<file path="src/rtl/slm_bank_ctrl.sv">
// Front-end for a 1W/1R shared-local-memory bank: write/read valid/ready channels,
// byte-enable to bit-mask expansion, write-wins collision handling, ordered response FIFO.
module slm_bank_ctrl #(
    parameter int ADDR_W    = 17,
    parameter int DATA_W    = 64,
    parameter bit SCRUB_EN  = 1'b1,
    parameter int RSP_DEPTH = 2
) (
    input  logic                CLK,
    input  logic                RSTN,
    input  logic                wr_valid,
    output logic                wr_ready,
    input  logic [ADDR_W-1:0]   wr_addr,
    input  logic [DATA_W-1:0]   wr_data,
    input  logic [DATA_W/8-1:0] wr_be,
    input  logic                rd_valid,
    output logic                rd_ready,
    input  logic [ADDR_W-1:0]   rd_addr,
    output logic                rsp_valid,
    input  logic                rsp_ready,
    output logic [DATA_W-1:0]   rsp_data,
    output logic                init_done,
    output logic                CE0,
    output logic [ADDR_W-1:0]   A0,
    output logic [DATA_W-1:0]   D0,
    output logic                WE0,
    output logic [DATA_W-1:0]   WEM0,
    output logic                CE1,
    output logic [ADDR_W-1:0]   A1,
    input  logic [DATA_W-1:0]   Q1
);

    localparam int BE_W  = DATA_W / 8;
    localparam int PTR_W = (RSP_DEPTH > 1) ? $clog2(RSP_DEPTH) : 1;
    localparam int CNT_W = $clog2(RSP_DEPTH + 1);

    localparam logic [PTR_W-1:0] PTR_MAX   = PTR_W'(RSP_DEPTH - 1);
    localparam logic [CNT_W-1:0] CNT_FULL  = CNT_W'(RSP_DEPTH);
    localparam logic [CNT_W:0]   CREDIT_LIM = (CNT_W + 1)'(RSP_DEPTH);

    typedef enum logic {
        ST_SCRUB,
        ST_RUN
    } state_t;

    localparam state_t RESET_STATE = SCRUB_EN ? ST_SCRUB : ST_RUN;

    state_t              state_q;
    state_t              state_d;
    logic [ADDR_W-1:0]   scrub_cnt_q;
    logic                scrub_last;

    logic                wr_active;
    logic                hazard;
    logic                credit_ok;
    logic                rd_fire;
    logic [DATA_W-1:0]   be_mask;

    logic                inflight_q;
    logic                push;
    logic                pop;
    logic [CNT_W-1:0]    count_q;
    logic [CNT_W:0]      credit_used;
    logic [PTR_W-1:0]    wr_ptr_q;
    logic [PTR_W-1:0]    rd_ptr_q;
    logic [DATA_W-1:0]   fifo_mem [RSP_DEPTH];

    function automatic logic [PTR_W-1:0] ptr_inc(input logic [PTR_W-1:0] ptr);
        return (ptr == PTR_MAX) ? '0 : ptr + PTR_W'(1);
    endfunction

    assign scrub_last = (scrub_cnt_q == {ADDR_W{1'b1}});

    // NOTE: sequential state uses non-blocking assignments only, so every flop samples pre-edge values.
    always_ff @(posedge CLK or negedge RSTN) begin
        if (!RSTN) begin
            state_q <= RESET_STATE;
        end else begin
            state_q <= state_d;
        end
    end

    always_comb begin
        state_d = state_q;
        if (state_q == ST_SCRUB && scrub_last) begin
            state_d = ST_RUN;
        end
    end

    always_ff @(posedge CLK or negedge RSTN) begin
        if (!RSTN) begin
            scrub_cnt_q <= '0;
        end else if (state_q == ST_SCRUB) begin
            scrub_cnt_q <= scrub_cnt_q + ADDR_W'(1);
        end
    end

    always_comb begin
        be_mask = '0;
        for (int i = 0; i < BE_W; i++) begin
            be_mask[i*8 +: 8] = {8{wr_be[i]}};
        end
    end

    // A zero-byte-enable write never touches the bank, so it cannot collide with a read.
    assign wr_active   = wr_valid && (wr_be != '0);
    assign hazard      = wr_active && (wr_addr == rd_addr);
    assign pop         = (count_q != '0) && rsp_ready;
    assign push        = inflight_q;
    assign credit_used = {1'b0, count_q} + (CNT_W + 1)'(inflight_q) - (CNT_W + 1)'(pop);
    assign credit_ok   = (credit_used < CREDIT_LIM);
    assign rd_fire     = RSTN && (state_q == ST_RUN) && rd_valid && credit_ok && !hazard;

    // NOTE: every output gets a default first, so no latch is inferred; gating on RSTN
    // keeps the bank ports idle while reset is held, even though the state is combinationally decoded.
    always_comb begin
        wr_ready  = 1'b0;
        rd_ready  = 1'b0;
        init_done = 1'b0;
        CE0       = 1'b0;
        WE0       = 1'b0;
        A0        = '0;
        D0        = '0;
        WEM0      = '0;
        CE1       = 1'b0;
        A1        = '0;
        if (RSTN) begin
            case (state_q)
                ST_SCRUB: begin
                    CE0  = 1'b1;
                    WE0  = 1'b1;
                    A0   = scrub_cnt_q;
                    WEM0 = '1;
                end
                ST_RUN: begin
                    wr_ready  = 1'b1;
                    rd_ready  = credit_ok && !hazard;
                    init_done = 1'b1;
                    if (wr_active) begin
                        CE0  = 1'b1;
                        WE0  = 1'b1;
                        A0   = wr_addr;
                        D0   = wr_data;
                        WEM0 = be_mask;
                    end
                    if (rd_fire) begin
                        CE1 = 1'b1;
                        A1  = rd_addr;
                    end
                end
                default: ;
            endcase
        end
    end

    always_ff @(posedge CLK or negedge RSTN) begin
        if (!RSTN) begin
            inflight_q <= 1'b0;
            count_q    <= '0;
            wr_ptr_q   <= '0;
            rd_ptr_q   <= '0;
        end else begin
            assert (!(push && !pop && count_q == CNT_FULL));
            inflight_q <= rd_fire;
            if (push) begin
                wr_ptr_q <= ptr_inc(wr_ptr_q);
            end
            if (pop) begin
                rd_ptr_q <= ptr_inc(rd_ptr_q);
            end
            case ({push, pop})
                2'b10:   count_q <= count_q + CNT_W'(1);
                2'b01:   count_q <= count_q - CNT_W'(1);
                default: count_q <= count_q;
            endcase
        end
    end

    // NOTE: FIFO storage is not reset; its contents are only visible through rsp_valid-masked rsp_data.
    always_ff @(posedge CLK) begin
        if (push) begin
            fifo_mem[wr_ptr_q] <= Q1;
        end
    end

    assign rsp_valid = (count_q != '0);
    assign rsp_data  = rsp_valid ? fifo_mem[rd_ptr_q] : '0;

endmodule

</file>
<file path="config.mk">
export PLATFORM = sky130hd
export DESIGN_NAME = slm_bank_ctrl
export DESIGN_NICKNAME = d
export VERILOG_FILES = /design/src/rtl/slm_bank_ctrl.sv
export SDC_FILE = /design/constraint.sdc
export NUM_CORES = 1
export LEC_CHECK = 0
export BUFFER_PORTS_ARGS = -buffer_cell sky130_fd_sc_hd__buf_2
export CAP_MARGIN = 20
export CELL_PAD_IN_SITES_DETAIL_PLACEMENT = 0
export CELL_PAD_IN_SITES_GLOBAL_PLACEMENT = 1
export CORE_AREA = 2 2 160 162
export DETAILED_ROUTE_END_ITERATION = 7
export DIE_AREA = 0 0 162 164
export PLACE_DENSITY_LB_ADDON = 0.15
export SLEW_MARGIN = 10
export SYNTH_ARGS = -nofsm -noshare
export SYNTH_HDL_FRONTEND = slang
export SYNTH_SLANG_ARGS = --single-unit
</file>
<file path="constraint.sdc">
create_clock -name CLK -period 6.53 [get_ports CLK]
set_clock_uncertainty 0.1 [all_clocks]
set_input_delay 0.653 -clock CLK [delete_from_list [all_inputs] [get_ports CLK]]
set_output_delay 0.653 -clock CLK [all_outputs]
set_load 0.1 [all_outputs]
</file>
==> results.md, run 1 <==
- Largest net degree at the start of global routing: 65
- FF-to-FF Start: count_q[1]
- Slew @ Worst Pin: 1.07 ns
- Initial DRC Count: 241
- Met2 wire len: 10,200 um
- Initial antenna violation count: 6
- Max VDD drop: 0.000178 V
- CTS tree: built
- Sequential power share: 0.446
- Die H: approximately 160 um
- Comb power frac: 0.119
- Port bufs: 407
- Routability cong.: 0.776
- Synthesized cell area: 7400 um2
- H-Tree Depth: 4
- Final Hold Viols: 0
- Starting density of the core: 0.298
- Post-synthesis sequential area ratio: 0.597
- CP Launch Type: flop
- # rows: 58
- Post-synth ARST share: 0.152
- Arr. time, crit path: 3.54 ns
- CP Class: flop to primary output
- Final setup violation count: 0
- CTS max path bufs: 2
- Mapped Avg Cell Area: between 10 and 15 um2
- Multi-input combinational cell area: 2390 um2
- Resized cells post-CTS: 0
- Dominant cells by area after synthesis: edfxtp_1 52%, mux2i_1 8.8%, dfrtp_1 7.8%
- Register Area: 4420 um2
- Reg-to-reg endpoint: inflight_q
- Top sig layer: met5
- Warnings, synthesis: 0
- Final #Nets: 1,124
- Crit path time final: approximately 4.3 ns
- GR Overflow Total: 0
- Post-synthesis cell count: 601
- Net switching power: ~620 uW
- Max FO, Critical Path: 19
- Hold crit path type: input port to async pin
- RSZ-0062 raised after global routing: no
- Total of fill cells in the finished design: 2,487
- Hold buffer count at CTS: 0
- Top cell type's share of synthesized area: 0.519
- Fmax: roughly 0.23 GHz
- Tot Pwr: 2340 uW
- Metal-1 WL: slightly below 10,000 um
- Worst skew pair latency: between 0.4 and 0.5 ns
- Pwr dens: 235 nW/um2
- IO Pins: 408
- Post-Syn Nets: 779
- LEAKAGE: between 0.004 and 0.005 uW
- Post-route DRC: 0
- Vias in the first global route: 5,237
- R2R depth: 8
- Yosys top cell by area: edfxtp_1
- Status: finished clean
- Pint: 1720 uW
- Routed len/inst: 17.0 um
- Global-route wire length before repair: 31,400 um
- Post-Route WL: 22,000 um
- # clock sinks: 151
- DP Area: around 9400 um2
- Fin Setup TNS: 0 ns
- Post-CTS setup repair buffer count: 0
- Core Area: ~25,000 um2
- R2R Setup Slk: 3.96 ns
- Post-route ant nets: 0
- Total number of vias: 5,488
- Via-per-instance ratio: 4.25
- Clk root buf: clkbuf_16
- Crit end category: primary output
- Final Cell Area: 9980 um2
- Final slew viol count: 0
- EDFF count, synth: roughly 130
- Die area: 26,600 um2
- Synthesized flop and latch total: 151
- Slew HR: 0.283
- GRT Total Usage: 0.156
- Final HPWL DP: 16,400 um
- Layout cell share with drive strength beyond 1: 0.473
- Required time of the critical path: 5.78 ns
- Max-Cap Viols: 0
- Clock Pin Slew Worst Setup and Hold Paths: 0.07 ns
- Met3 WL: approximately 1700 um
- Net Sw Frac: 0.266
- Unique masters post-synth: 33
- Die W: 162 um
- Synthesis-to-finish area growth: 34.9%
- Num CTS Buffers: 17
- Clk pwr share: 0.435
- Top FF cell, synth: edfxtp_1
- First-pass iteration count of the detailed router: 4
- Tcrit/Tclk final: 0.657
==> critical path: stages, from the launching register on <==
cell and delay, ns:
dfrtp_1 0.71, clkinv_1 0.64, nor2_1 1.01, a22oi_1 0.15
nor2b_1 0.17, buf_2 0.44
==> flip-flops by register name (all words and copies together), names as in the netlist <==
register	count
rd_ptr_q	1
count_q	2
scrub_cnt_q	17
fifo_mem	128
inflight_q	1
wr_ptr_q	1
state_q	1
==> worst max-delay path by stage <==
stage / start / end / slack, ns
6_report: state_q / A0[7] / 2.24
5_1_grt: state_q / A0[2] / 1.88
4_1_cts: state_q / A0[14] / 2.21
3_5_place_dp: rsp_ready / A1[4] / 2.61
3_3_place_gp: rsp_ready / A1[13] / 2.66
2_1_floorplan: RSTN / CE1 / 1.48
==> kinds of logic (layout without fill, tap and decap cells) <==
group,count (synthesis),in the layout,synth area share
buffers and inverters,100,458,0.0818
other,0,3,0
adder cells (fa/ha/maj),3,3,0.00609
AND/OR/NAND/NOR,214,214,0.153
multiplexers,67,67,0.0910
flip-flops,151,151,0.597
XOR/XNOR,36,36,0.0426
AO/OA/AOI/OAI,30,30,0.0282
==> synthesized netlist by cell type, drive strengths merged (4+ instances only) <==
cell type,n
clkbuf,20
a22oi,15
nand2,13
buf,67
a21oi,12
edfxtp,128
nand3,4
nor2b,20
nand4,7
dfrtp,23
and2,85
xnor2,30
mux2i,65
inv,12
nor2,70
xor2,6
==> area by class of cell <==
cell class,count,share of cell area
flip-flops and latches,151,0.443
inverters,13,0.00489
well taps,330,0.0414
repair buffers,413,0.209
diodes,3,0.000752
multi-input cells,350,0.240
clock inverters,14,0.0188
clock buffers,18,0.0430
==> per-layer routing <==
layer	vias to the layer above	global-route usage
met5	-	0
li1	2707	-
met3	19	0.0500
met1	2541	0.216
met4	10	0.0278
met2	211	0.244
==> cells in the final DEF, fill, tap and decap left out, types with 2 or more instances in the layout <==
cell type,n
a21oi_1,12
a22oi_1,15
and2_1,84
and4_1,3
buf_2,407
buf_4,6
bufinv_16,3
clkbuf_16,17
clkinvlp_4,2
dfrtp_1,22
diode_2,3
edfxtp_1,128
ha_1,2
inv_1,12
inv_6,7
mux2_2,2
mux2i_1,65
nand2_1,13
nand2b_1,3
nand3_1,4
nand4_1,7
nor2_1,69
nor2b_1,18
nor3_1,3
nor4_1,2
or4_1,2
xnor2_1,30
xor2_1,6
==> power groups by stage <==
stage          Sequential [uW]  Clock (uW)  Combinational (uW)
3_5_place_dp              1070           0                 279
3_3_place_gp              1070           0                 279
4_1_cts                   1050        1050                 280
5_1_grt                   1040        1090                 291
6_report                  1050        1020                 278
2_1_floorplan             1070           0                 215
==> stage by stage <==
stage	hold WS, ns	util	std cells	setup slack, ns
2_1_floorplan	0.257	-	601	1.48
3_3_place_gp	0.393	0.377	1257	2.66
3_5_place_dp	0.401	0.377	1257	2.61
4_1_cts	0.170	0.402	1289	2.21
5_1_grt	0.194	0.402	1290	1.88
6_report	0.182	0.402	1292	2.24
No activity file was read; power rests on OpenSTA's default activity.
==> run 2, diff against run 1 <==
--- a/config.mk
+++ b/config.mk
@@ -9,9 +9,10 @@
 export CAP_MARGIN = 20
 export CELL_PAD_IN_SITES_DETAIL_PLACEMENT = 0
 export CELL_PAD_IN_SITES_GLOBAL_PLACEMENT = 1
-export CORE_AREA = 2 2 160 162
+export CORE_ASPECT_RATIO = 1.75
+export CORE_MARGIN = 1.5
+export CORE_UTILIZATION = 30
 export DETAILED_ROUTE_END_ITERATION = 7
-export DIE_AREA = 0 0 162 164
 export PLACE_DENSITY_LB_ADDON = 0.15
 export SLEW_MARGIN = 10
 export SYNTH_ARGS = -nofsm -noshare
==> constraint.sdc (replaced) <==
create_clock -name CLK -period 3.8 [get_ports CLK]
set_clock_uncertainty 0.1 [all_clocks]
set_input_delay 0.38 -clock CLK [delete_from_list [all_inputs] [get_ports CLK]]
set_output_delay 0.38 -clock CLK [all_outputs]
set_load 0.1 [all_outputs]
==> results.md, run 2 (synthesis results as in run 1) <==
- Status: finished clean
- Tcrit/Tclk final: 0.930
- Post-route DRC: 0
- Final setup violation count: 0
- Largest net degree at the start of global routing: 65
- Fin Setup TNS: 0 ns
- Fmax: 0.283 GHz
- Via-per-instance ratio: 4.33
- DP Area: 9410 um2
- First-pass iteration count of the detailed router: 4
- Initial DRC Count: 273
- Highest-count cells in the layout ignoring fill and taps: 391 x buf_2, 128 x edfxtp_1, 84 x and2_1
- R2R Setup Slk: 1.58 ns
- # clock sinks: 151
- Final #Nets: 1,132
- Max FO, Critical Path: 16
- GR Overflow Total: 0
- Die area: around 26,000 um2
- Final HPWL DP: between 15,000 and 20,000 um
- Total number of vias: 5,548
- Net Sw Frac: 0.256
- Die H: 211 um
- Port bufs: 407
- Initial antenna violation count: 8
- Largest register FFs: approximately 130
- Synthesis-to-finish area growth: 36.8%
- Clk pwr share: 0.439
- Slew @ Worst Pin: 0.949 ns
- Pwr dens: 400 nW/um2
- FF-to-FF Start: count_q[0]
- Slew HR: 0.365
- GRT Total Usage: 0.160
- Hold crit path type: input port to flop
- CP Launch Type: flop
- Comb power frac: 0.117
- Arr. time, crit path: 3.05 ns
- Die W: about 120 um
- RSZ-0062 raised after global routing: no
- Reg-to-reg endpoint: inflight_q
- Crit-path cells: nor2_1 -> a21oi_1 -> nand2b_1 -> fa_1 -> xnor2_1 -> nand3_1 -> a211oi_4 -> buf_12 -> and2_1 -> clkbuf_4
- Routed len/inst: 16.5 um
- Core Area: about 24,000 um2
- Num CTS Buffers: 17
- R2R depth: 7
- Required time of the critical path: 3.32 ns
- Final slew viol count: 0
- CP Class: flop to primary output
- Global-route wire length before repair: 30,500 um
- Crit end category: primary output
- Vias in the first global route: 5,330
- Clk root buf: clkbuf_16
- Post-Route WL: 21,100 um
- LEAKAGE: approximately 0.0045 uW
- Pint: 3010 uW
- CP max stage delay: 0.44 ns
- Net switching power: ~1000 uW
- Hold Crit Start: Q1[17]
- Largest Register: fifo_mem
- Layout cell share with drive strength beyond 1: 0.478
- H-Tree Depth: 4
- Crit path time final: 3.53 ns
- Max-Cap Viols: 0
- Commonest non-fill, non-tap cell in the layout: buf_2
- IO Pins: 408
- Worst skew pair latency: between 0.4 and 0.5 ns
- # rows: 75
- Final Cell Area: 10,100 um2
- Hold Crit Depth: 1
- Post-route ant nets: 0
- Clock Pin Slew Worst Setup and Hold Paths: 0.06 ns
- Routability cong.: 0.794
- CTS tree: built
- Registers with the most flip-flops: fifo_mem: 128 flops, scrub_cnt_q: 17 flops, count_q: 2 flops
- Worst Hold End: fifo_mem[1][17]
- Sequential power share: 0.444
- Starting density of the core: 0.307
- Max VDD drop: about 0.0003 V
- Final Hold Viols: 0
- CTS max path bufs: 2
- Crit-path slowest cell: dfrtp_1
==> run 2: area by class of cell <==
class,count,area [um2]
well taps,308,385
repair buffers,421,2220
diodes,5,12.5
fillers,2422,14000
multi-input cells,350,2400
clock buffers,18,429
clock inverters,14,199
inverters,13,48.8
flip-flops and latches,151,4420
==> run 2: power groups by stage <==
stage / logic (uW) / registers (uW) / clock network, uW
2_1_floorplan: 370 / 1830 / 0
3_3_place_gp: 472 / 1830 / 0
3_5_place_dp: 476 / 1830 / 0
4_1_cts: 478 / 1800 / 1830
5_1_grt: 495 / 1800 / 1900
6_report: 473 / 1800 / 1780
==> run 2: how the worst max path moves through the flow <==
stage	start	endpoint
after floorplan	state_q	rd_ready
after detailed placement	rsp_ready	A1[1]
after global placement	rsp_ready	A1[9]
after CTS	count_q[0]	A1[1]
after global routing	state_q	A0[2]
final	count_q[0]	A1[1]
==> run 2: stage by stage <==
stage / util / hold slack [ns] / total power (uW) / instances / setup WS, ns
after CTS: 0.418 / 0.0226 / 4100 / 1275 / 0.119
after floorplan: - / -0.0156 / 2200 / 601 / 0.176
after global placement: 0.390 / 0.351 / 2300 / 1241 / 0.421
after global routing: 0.419 / 0.0273 / 4190 / 1277 / 0.0288
final: 0.420 / 0.0519 / 4050 / 1280 / 0.267
after detailed placement: 0.390 / 0.354 / 2310 / 1241 / 0.358
==> run 2: critical path: cells and delay by family (launching register included) <==
kind            cells  cell delay [ns]
compound gates      2             0.42
xor+xnor            1             0.16
simple gates        4             0.75
buf+inv             2             0.49
fa+ha+maj           1             0.38
flops               1             0.44
==> run 2: timing repair <==
item | CTS | global route
hold buffers | 1 | 0
setup endpoints to repair | 2 | 16
pin swaps | 1 | 0
hold endpoints to repair | 23 | 0
resized for setup | 0 | 16
buffers inserted | 1 | 0
==> run 2: metal layers <==
metal	wire (um)	track usage	vias up	share of wire
met3	1590	0.0545	22	0.075
met4	325	0.0499	6	0.015
li1	-	-	2727	-
met1	8230	0.180	2562	0.39
met2	10900	0.281	231	0.52
met5	34	0	-	0.0016
==> run 3, diff against run 2 <==
--- a/config.mk
+++ b/config.mk
@@ -14,6 +14,7 @@
 export CORE_UTILIZATION = 30
 export DETAILED_ROUTE_END_ITERATION = 7
 export PLACE_DENSITY_LB_ADDON = 0.15
+export REMOVE_ABC_BUFFERS = 1
 export SLEW_MARGIN = 10
 export SYNTH_ARGS = -nofsm -noshare
 export SYNTH_HDL_FRONTEND = slang
==> results.md, run 3 (synthesis results as in run 1) <==
- LEAKAGE: 0.00448 uW
- Num CTS Buffers: 17
- Tot Pwr: 3990 uW
- Pint: between 2000 and 3000 uW
- Sequential power share: 0.450
- CP Launch Type: flop
- # clock sinks: 151
- GR Overflow Total: 0
- Initial DRC Count: 218
- Final #Nets: 1,130
- Net switching power: 1050 uW
- CP max stage delay: 0.46 ns
- Routed len/inst: 17.5 um
- Hold WS: 0.0277 ns
- # rows: 75
- Resized cells post-CTS: 0
- Required time of the critical path: 3.32 ns
- Crit path time final: 3.47 ns
- CP bufs+invs: 2
- Net Sw Frac: 0.263
- Hold buffer count at CTS: 0
- Clk pwr share: 0.429
- Max-Cap Viols: 0
- GRT Total Usage: 0.172
- Comb power frac: 0.121
- Tcrit/Tclk final: 0.914
- Die H: 211 um
- Largest Register: fifo_mem
- Commonest non-fill, non-tap cell in the layout: buf_2
- Crit-path cells: nand2_1 -> nor2_1 -> a21oi_1 -> nand2b_1 -> fa_1 -> xnor2_1 -> nand3_1 -> a211oi_4 -> buf_4 -> and2_1 -> clkbuf_4
- IO Pins: 408
- First-pass iteration count of the detailed router: 4
- Post-Route WL: 22,300 um
- Final setup violation count: 0
- Crit-path slowest cell: dfrtp_2
- Highest-count cells in the layout ignoring fill and taps: 391 x buf_2, 128 x edfxtp_1, 84 x and2_1
- Post-CTS setup repair buffer count: 0
- Status: finished clean
- CTS max path bufs: 2
- Layout cell share with drive strength beyond 1: 0.477
- Synthesis-to-finish area growth: 35.9%
- Total of fill cells in the finished design: 2,388
- Hold crit path type: input port to async pin
- Clock Pin Slew Worst Setup and Hold Paths: around 0.06 ns
- Largest register FFs: about 130
- Post-route ant nets: 0
- Via-per-instance ratio: 4.44
- Core Area: ~24,000 um2
- Fmax: ~0.29 GHz
- Final Hold Viols: 0
- Total number of vias: 5,658
- Pwr dens: 397 nW/um2
- Final HPWL DP: ~17,000 um
- Die area: 25,700 um2
- Post-route DRC: 0
- Max FO, Critical Path: 17
- Crit path max-delay family: simple AND/OR/NAND/NOR gates
- Final slew viol count: 0
- H-Tree Depth: 4
- Registers with the most flip-flops: fifo_mem: 128 flops, scrub_cnt_q: 17 flops, count_q: 2 flops
- Slew @ Worst Pin: 0.966 ns
- Max VDD drop: 0.000227 V
- CTS tree: built
- Initial antenna violation count: 3
- Die W: between 100 and 150 um
- RSZ-0062 raised after global routing: no
- Crit end category: primary output
- Global-route wire length before repair: 32,000 um
- Starting density of the core: 0.307
- Clk root buf: clkbuf_16
- Slew HR: 0.356
- Port bufs: between 400 and 500
- CP Class: flop to primary output
- Routability cong.: 0.771
- Largest net degree at the start of global routing: between 60 and 70
- Vias in the first global route: 5,491
- Worst skew pair latency: approximately 0.42 ns
- Arr. time, crit path: 2.99 ns
[run 3: power by group through the flow]
| stage | combinational (uW) | sequential [uW] | clock [uW] |
|---|---|---|---|
| after floorplan | 320 | 1830 | 0 |
| after global placement | 481 | 1830 | 0 |
| after detailed placement | 485 | 1830 | 0 |
| after CTS | 486 | 1800 | 1760 |
| after global routing | 502 | 1800 | 1820 |
| final | 482 | 1800 | 1710 |
[run 3: cell type report]
class                           count  area (um2)  share of cell area
Tap cell                          308         385              0.0383
Antenna cell                        2        5.00            0.000498
Clock buffer                       19         433              0.0430
Inverter                           13        48.8             0.00485
Clock inverter                     13         170              0.0169
Timing Repair Buffer              419        2190               0.218
Multi-Input combinational cell    350        2400               0.239
Sequential cell                   151        4420               0.440
[run 3: layer usage]
layer	track usage	share of wire	up-vias
met5	0	0.00040	-
met3	0.0427	0.090	17
met4	0.0527	0.014	2
li1	-	-	2721
met2	0.334	0.55	303
met1	0.176	0.34	2615
[run 3: stage by stage]
stage | instance area (um2) | instances | utilization | worst slack [ns] | setup TNS, ns
after floorplan | 6840 | 514 | - | -8.79 | -680.29
after detailed placement | 9390 | 1240 | 0.389 | 0.535 | 0
after CTS | 9990 | 1272 | 0.414 | 0.0746 | 0
final | 10100 | 1275 | 0.417 | 0.325 | 0
after global routing | 10100 | 1274 | 0.417 | 0.00319 | 0
after global placement | 9390 | 1240 | 0.389 | 0.584 | 0
[run 3: final timing paths]
check                                start              end  slack [ns]  cells past startpoint
setup / recovery                count_q[1]            A1[8]        0.33                     11
hold / removal                        RSTN   scrub_cnt_q[2]        0.03                      2
setup reg to reg                count_q[1]       inflight_q        1.50                      9
hold reg to reg            scrub_cnt_q[11]  scrub_cnt_q[11]        0.40                      1
max in group asynchronous             RSTN         rd_ptr_q        3.21                      2
min in group CLK                    Q1[53]  fifo_mem[1][53]        0.05                      1
